File: config.mk
export PLATFORM = sky130hd
export DESIGN_NAME = ct_had_serial_sm
export DESIGN_NICKNAME = d
export VERILOG_FILES = /design/src/rtl/ct_had_serial_sm_pkg.sv /design/src/rtl/ct_had_serial_shreg.sv /design/src/rtl/ct_had_serial_sm.sv
export SDC_FILE = /design/constraint.sdc
export NUM_CORES = 1
export LEC_CHECK = 0
export CAP_MARGIN = 40
export CORE_MARGIN = 5
export CORE_UTILIZATION = 52
export CTS_BUF_LIST = sky130_fd_sc_hd__clkbuf_8
export DETAILED_ROUTE_END_ITERATION = 12
export HOLD_SLACK_MARGIN = 0.15
export PLACE_DENSITY = 0.82
export SYNTH_ARGS = -nofsm -noshare
export SYNTH_HDL_FRONTEND = slang
export SYNTH_SLANG_ARGS = --single-unit
File: constraint.sdc
create_clock -name forever_cpuclk -period 2.4 [get_ports forever_cpuclk]
set_input_delay 0.72 -clock forever_cpuclk [delete_from_list [all_inputs] [get_ports forever_cpuclk]]
set_output_delay 0.72 -clock forever_cpuclk [all_outputs]
set_load 0.01 [all_outputs]
File: src/rtl/ct_had_serial_sm_pkg.sv
// HAD serial frame shared definitions.
// Frame geometry and FSM state encoding.
package ct_had_serial_sm_pkg;

    localparam int HACR_W = 16;
    localparam int DATA_W = 64;
    localparam int CNT_W  = 7;

    localparam logic [2:0] ST_IDLE = 3'd0;
    localparam logic [2:0] ST_HACR = 3'd1;
    localparam logic [2:0] ST_UPD  = 3'd2;
    localparam logic [2:0] ST_DEC  = 3'd3;
    localparam logic [2:0] ST_WR   = 3'd4;
    localparam logic [2:0] ST_RD   = 3'd5;

endpackage

File: src/rtl/ct_had_serial_shreg.sv
// HAD serial 64-bit shift register: parallel load, shift right, MSB serial in.
// Ports: forever_cpuclk, cpurst_b, load/load_data, shift/sin, q.
module ct_had_serial_shreg
    import ct_had_serial_sm_pkg::*;
(
    input  logic              forever_cpuclk,
    input  logic              cpurst_b,
    input  logic              load,
    input  logic [DATA_W-1:0] load_data,
    input  logic              shift,
    input  logic              sin,
    output logic [DATA_W-1:0] q
);

    always_ff @(posedge forever_cpuclk or negedge cpurst_b) begin
        if (!cpurst_b) begin
            q <= '0;
        end else if (load) begin
            q <= load_data;
        end else if (shift) begin
            q <= {sin, q[DATA_W-1:1]};
        end
    end

endmodule

File: src/rtl/ct_had_serial_sm.sv
// HAD serial-frame FSM: TAP bits -> HACR command -> 64-bit write or read phase.
// Ports: TAP start/strobe/tdi in, decoder rw/read data in; data, pulses, tdo, busy, err out.
module ct_had_serial_sm
    import ct_had_serial_sm_pkg::*;
(
    input  logic              forever_cpuclk,
    input  logic              cpurst_b,
    input  logic              tap_start,
    input  logic              tap_shift_vld,
    input  logic              tap_tdi,
    input  logic              ir_sm_hacr_rw,
    input  logic [DATA_W-1:0] regs_serial_data,
    output logic [DATA_W-1:0] serial_xx_data,
    output logic              sm_ir_update_hacr,
    output logic              sm_xx_wr_vld,
    output logic              sm_tdo,
    output logic              sm_busy,
    output logic              sm_frame_err
);

    logic [2:0]        state;
    logic [2:0]        state_nxt;
    logic [CNT_W-1:0]  cnt;
    logic [CNT_W-1:0]  cnt_nxt;
    logic [DATA_W-1:0] data_reg;
    logic [DATA_W-1:0] data_nxt;
    logic [DATA_W-1:0] sh_q;
    logic              sh_load;
    logic              sh_shift;
    logic              sh_sin;
    logic              wr_vld_q;
    logic              wr_vld_nxt;
    logic              err_q;
    logic              err_nxt;
    logic              strobe;

    // A start in the same cycle as a strobe discards the strobe.
    assign strobe = tap_shift_vld & ~tap_start;

    ct_had_serial_shreg u_shreg (
        .forever_cpuclk (forever_cpuclk),
        .cpurst_b       (cpurst_b),
        .load           (sh_load),
        .load_data      (regs_serial_data),
        .shift          (sh_shift),
        .sin            (sh_sin),
        .q              (sh_q)
    );

    always_comb begin
        state_nxt  = state;
        cnt_nxt    = cnt;
        data_nxt   = data_reg;
        sh_load    = 1'b0;
        sh_shift   = 1'b0;
        sh_sin     = tap_tdi;
        wr_vld_nxt = 1'b0;
        err_nxt    = 1'b0;
        if (tap_start) begin
            state_nxt = ST_HACR;
            cnt_nxt   = '0;
            err_nxt   = (state != ST_IDLE);
        end else begin
            unique case (1'b1)
                (state == ST_HACR): begin
                    if (strobe) begin
                        sh_shift = 1'b1;
                        cnt_nxt  = cnt + 1'b1;
                        if (cnt == CNT_W'(HACR_W - 1)) begin
                            // Last bit bypasses the shifter straight into HACR.
                            data_nxt  = {{(DATA_W-HACR_W){1'b0}},
                                         tap_tdi,
                                         sh_q[DATA_W-1 -: HACR_W-1]};
                            state_nxt = ST_UPD;
                        end
                    end
                end
                (state == ST_UPD): begin
                    err_nxt   = strobe;
                    state_nxt = ST_DEC;
                end
                (state == ST_DEC): begin
                    err_nxt = strobe;
                    cnt_nxt = '0;
                    if (ir_sm_hacr_rw) begin
                        sh_load   = 1'b1;
                        state_nxt = ST_RD;
                    end else begin
                        state_nxt = ST_WR;
                    end
                end
                (state == ST_WR): begin
                    if (strobe) begin
                        sh_shift = 1'b1;
                        cnt_nxt  = cnt + 1'b1;
                        if (cnt == CNT_W'(DATA_W - 1)) begin
                            data_nxt   = {tap_tdi, sh_q[DATA_W-1:1]};
                            wr_vld_nxt = 1'b1;
                            state_nxt  = ST_IDLE;
                        end
                    end
                end
                (state == ST_RD): begin
                    sh_sin = 1'b0;
                    if (strobe) begin
                        sh_shift = 1'b1;
                        cnt_nxt  = cnt + 1'b1;
                        if (cnt == CNT_W'(DATA_W - 1)) begin
                            state_nxt = ST_IDLE;
                        end
                    end
                end
                default: begin
                    state_nxt = ST_IDLE;
                end
            endcase
        end
    end

    always_ff @(posedge forever_cpuclk or negedge cpurst_b) begin
        if (!cpurst_b) begin
            state    <= ST_IDLE;
            cnt      <= '0;
            data_reg <= '0;
            wr_vld_q <= 1'b0;
            err_q    <= 1'b0;
        end else begin
            state    <= state_nxt;
            cnt      <= cnt_nxt;
            data_reg <= data_nxt;
            wr_vld_q <= wr_vld_nxt;
            err_q    <= err_nxt;
        end
    end

    assign serial_xx_data    = data_reg;
    assign sm_ir_update_hacr = (state == ST_UPD);
    assign sm_xx_wr_vld      = wr_vld_q;
    assign sm_tdo            = (state == ST_RD) & sh_q[0];
    assign sm_busy           = (state != ST_IDLE);
    assign sm_frame_err      = err_q;

endmodule

==> run metrics <==
element type at the critical path end=output port; post-route clock period utilization=96.3%; synthesized instance count=588; final hold violations=0; YS warnings=0; Port Buffer Count=138; most common cell after layout, fill and taps aside=dfrtp_1; hold_buf cts=0; Synth Register Bits=140; Worst IR Drop VDD=0.361 mV; Max Cap Viol=0; # rows=39; H-tree lvl count=4; crit path launch type=flip-flop; EDFF count, synth=0; Fill cells=842; die area=13900 µm²; leakage=3.71 nW; relative slew slack=65.4%; Req. time, crit path=1680 ps; pwr/cell area=633 nW/µm²; drt initial violations=547; clock sink count=140; Worst Path Class, Setup=flip-flop to output port; CTS Buffer Depth=2; crit path time final=2310 ps; DR vias=5201; CTS buffer count=17; ys flop type=dfrtp_1; unrepaired setup endpoints after global routing=false; Final HPWL DP=11300 µm; drt pass-1 iters=5; Vias/cell=5.85; register area share after synthesis=57.9%; asr flop ratio synth=100%; final worst setup slack=87.6 ps; CTS tree=built; core area=11400 µm²; Syn-to-layout area delta=35.3%; clk_lat worst skew=440 ps; GR Overflow Total=0; synthesized area=6050 µm²; CP peak stage delay=390 ps; CP max stage cell=dfrtp_1; worst-path fanout max=10; layout cells sized above 1=12.9%; Clock transition at path regs=80 ps; finished layout cell area=8180 µm²; first-pass GRT wire length=27800 µm; syn nets=659; CTS root buffer=clkbuf_8; Min-Delay Path Class=input port to async pin; Final setup violation count=0; worst-margin pin slew=514 ps; n_diodes=0; # DRC=0; Final ANT Viol Nets=0; worst-path cell chain=buf_4 -> or3_1 -> clkdlybuf4s15_1; clock skew=9.06 ps; fmax=0.432 GHz; pin count of the biggest net entering global routing=71; mean routed wirelength per cell=18.5 µm; starting density of the core=52.9%; I/O pins=139; vias in the first global route=5446; pre-CTS setup slack=-84.6 ps; placed instance area=7780 µm²; initial antenna violation count=0; outcome=finished clean; gpl congestion=0.854; Avg Inst Size Synth=10.3 µm²; worst endpoint data arrival time=1590 ps; GRT Total Usage=24.5%; Synth cell types=38; chip width=118 µm; Max Slew Vio Count=0; die height=118 µm; commonest cells after routing, fill and taps aside=dfrtp_1, clkdlybuf4s50_1, nand2_1, nor2_1, a31oi_1; Nets=804; Setup TNS=0 ps; WL final=16500 µm
## worst paths after layout
kind / cells after the start / end / from / slack [ps]
worst max-delay path: 3 / sm_busy / state[2] / 90
min in group forever_cpuclk: 1 / serial_xx_data[8] / serial_xx_data[8] / 500
worst min register to register: 1 / serial_xx_data[8] / serial_xx_data[8] / 500
max in group asynchronous: 2 / serial_xx_data[22] / cpurst_b / 1520
worst min-delay path: 1 / serial_xx_data[1] / cpurst_b / 210
worst max register to register: 6 / serial_xx_data[46] / cnt[0] / 260
## critical path, delay by kind of cell, from the launching register on
family        cells  cell delay (ps)
buf+inv           2              400
flops             1              390
simple gates      1              360
## routing by layer
| metal | routed length (µm) | GRT usage [%] | share of wire (%) | vias to the layer above |
|---|---|---|---|---|
| li1 | - | - | - | 2353 |
| met1 | 6940 | 33.6 | 42 | 2562 |
| met2 | 7700 | 37.1 | 47 | 250 |
| met3 | 1430 | 7.88 | 8.7 | 36 |
| met4 | 418 | 7.96 | 2.5 | 0 |
| met5 | 0 | 0 | 0 | - |
## cell usage after synthesis (4+ instances only)
master / instances / area share (%)
o21ai_0: 7 / 0.58
a22o_1: 49 / 7.1
mux2_2: 20 / 3.7
nor2_1: 68 / 4.2
o22ai_1: 5 / 0.52
a21oi_1: 4 / 0.33
buf_2: 10 / 0.83
clkbuf_1: 29 / 1.8
dfrtp_1: 140 / 58
mux2_1: 12 / 2.2
nand2_1: 129 / 8.0
inv_1: 7 / 0.43
a31oi_1: 66 / 6.8
and3_1: 4 / 0.41
## cells by family (layout without fill, tap and decap cells)
| group | count (synthesis) | in the layout | share of synthesized area, % |
|---|---|---|---|
| simple gates | 224 | 224 | 15.3 |
| flops | 140 | 140 | 57.9 |
| compound gates | 137 | 137 | 16.7 |
| buf+inv | 53 | 211 | 3.75 |
| mux | 32 | 32 | 5.96 |
| fa+ha+maj | 1 | 1 | 0.207 |
| xor+xnor | 1 | 1 | 0.145 |
## cell type report
cell class	count	area [µm²]	area share, %
Clock inverter	14	145	1.77
Multi-Input combinational cell	395	2330	28.5
Inverter	8	30.0	0.367
Tap cell	143	179	2.19
Sequential cell	140	3500	42.9
Clock buffer	18	248	3.03
Timing Repair Buffer	171	1740	21.3
## through the flow
| step | total power, mW | utilization [%] | hold slack [ps] | std cells |
|---|---|---|---|---|
| floorplan | 3.01 | - | 424 | 588 |
| global placement | 3.30 | 68.1 | 475 | 856 |
| detailed placement | 3.33 | 68.1 | 481 | 856 |
| CTS | 5.21 | 71.6 | 205 | 889 |
| global route | 5.41 | 71.6 | 216 | 889 |
| finish | 5.17 | 71.6 | 208 | 889 |
## repair_timing
| item | CTS | global route |
|---|---|---|
| buffers inserted | 1 | 0 |
| endpoints found under the setup margin | 3 | 1 |
| gates resized for setup | 4 | 1 |
| endpoints found under the hold margin | 0 | 0 |
## state kept, by name, indices dropped and copies added (netlist names)
register,flops
serial_xx_data,64
cnt,7
state,3
sm_xx_wr_vld,1
sm_frame_err,1
u_shreg.q,64
## where the power goes
part	internal, mW	switching [mW]
registers	2.56	0.201
clock network	0.950	0.933
logic	0.293	0.239
(Power assumes the default switching activity.)
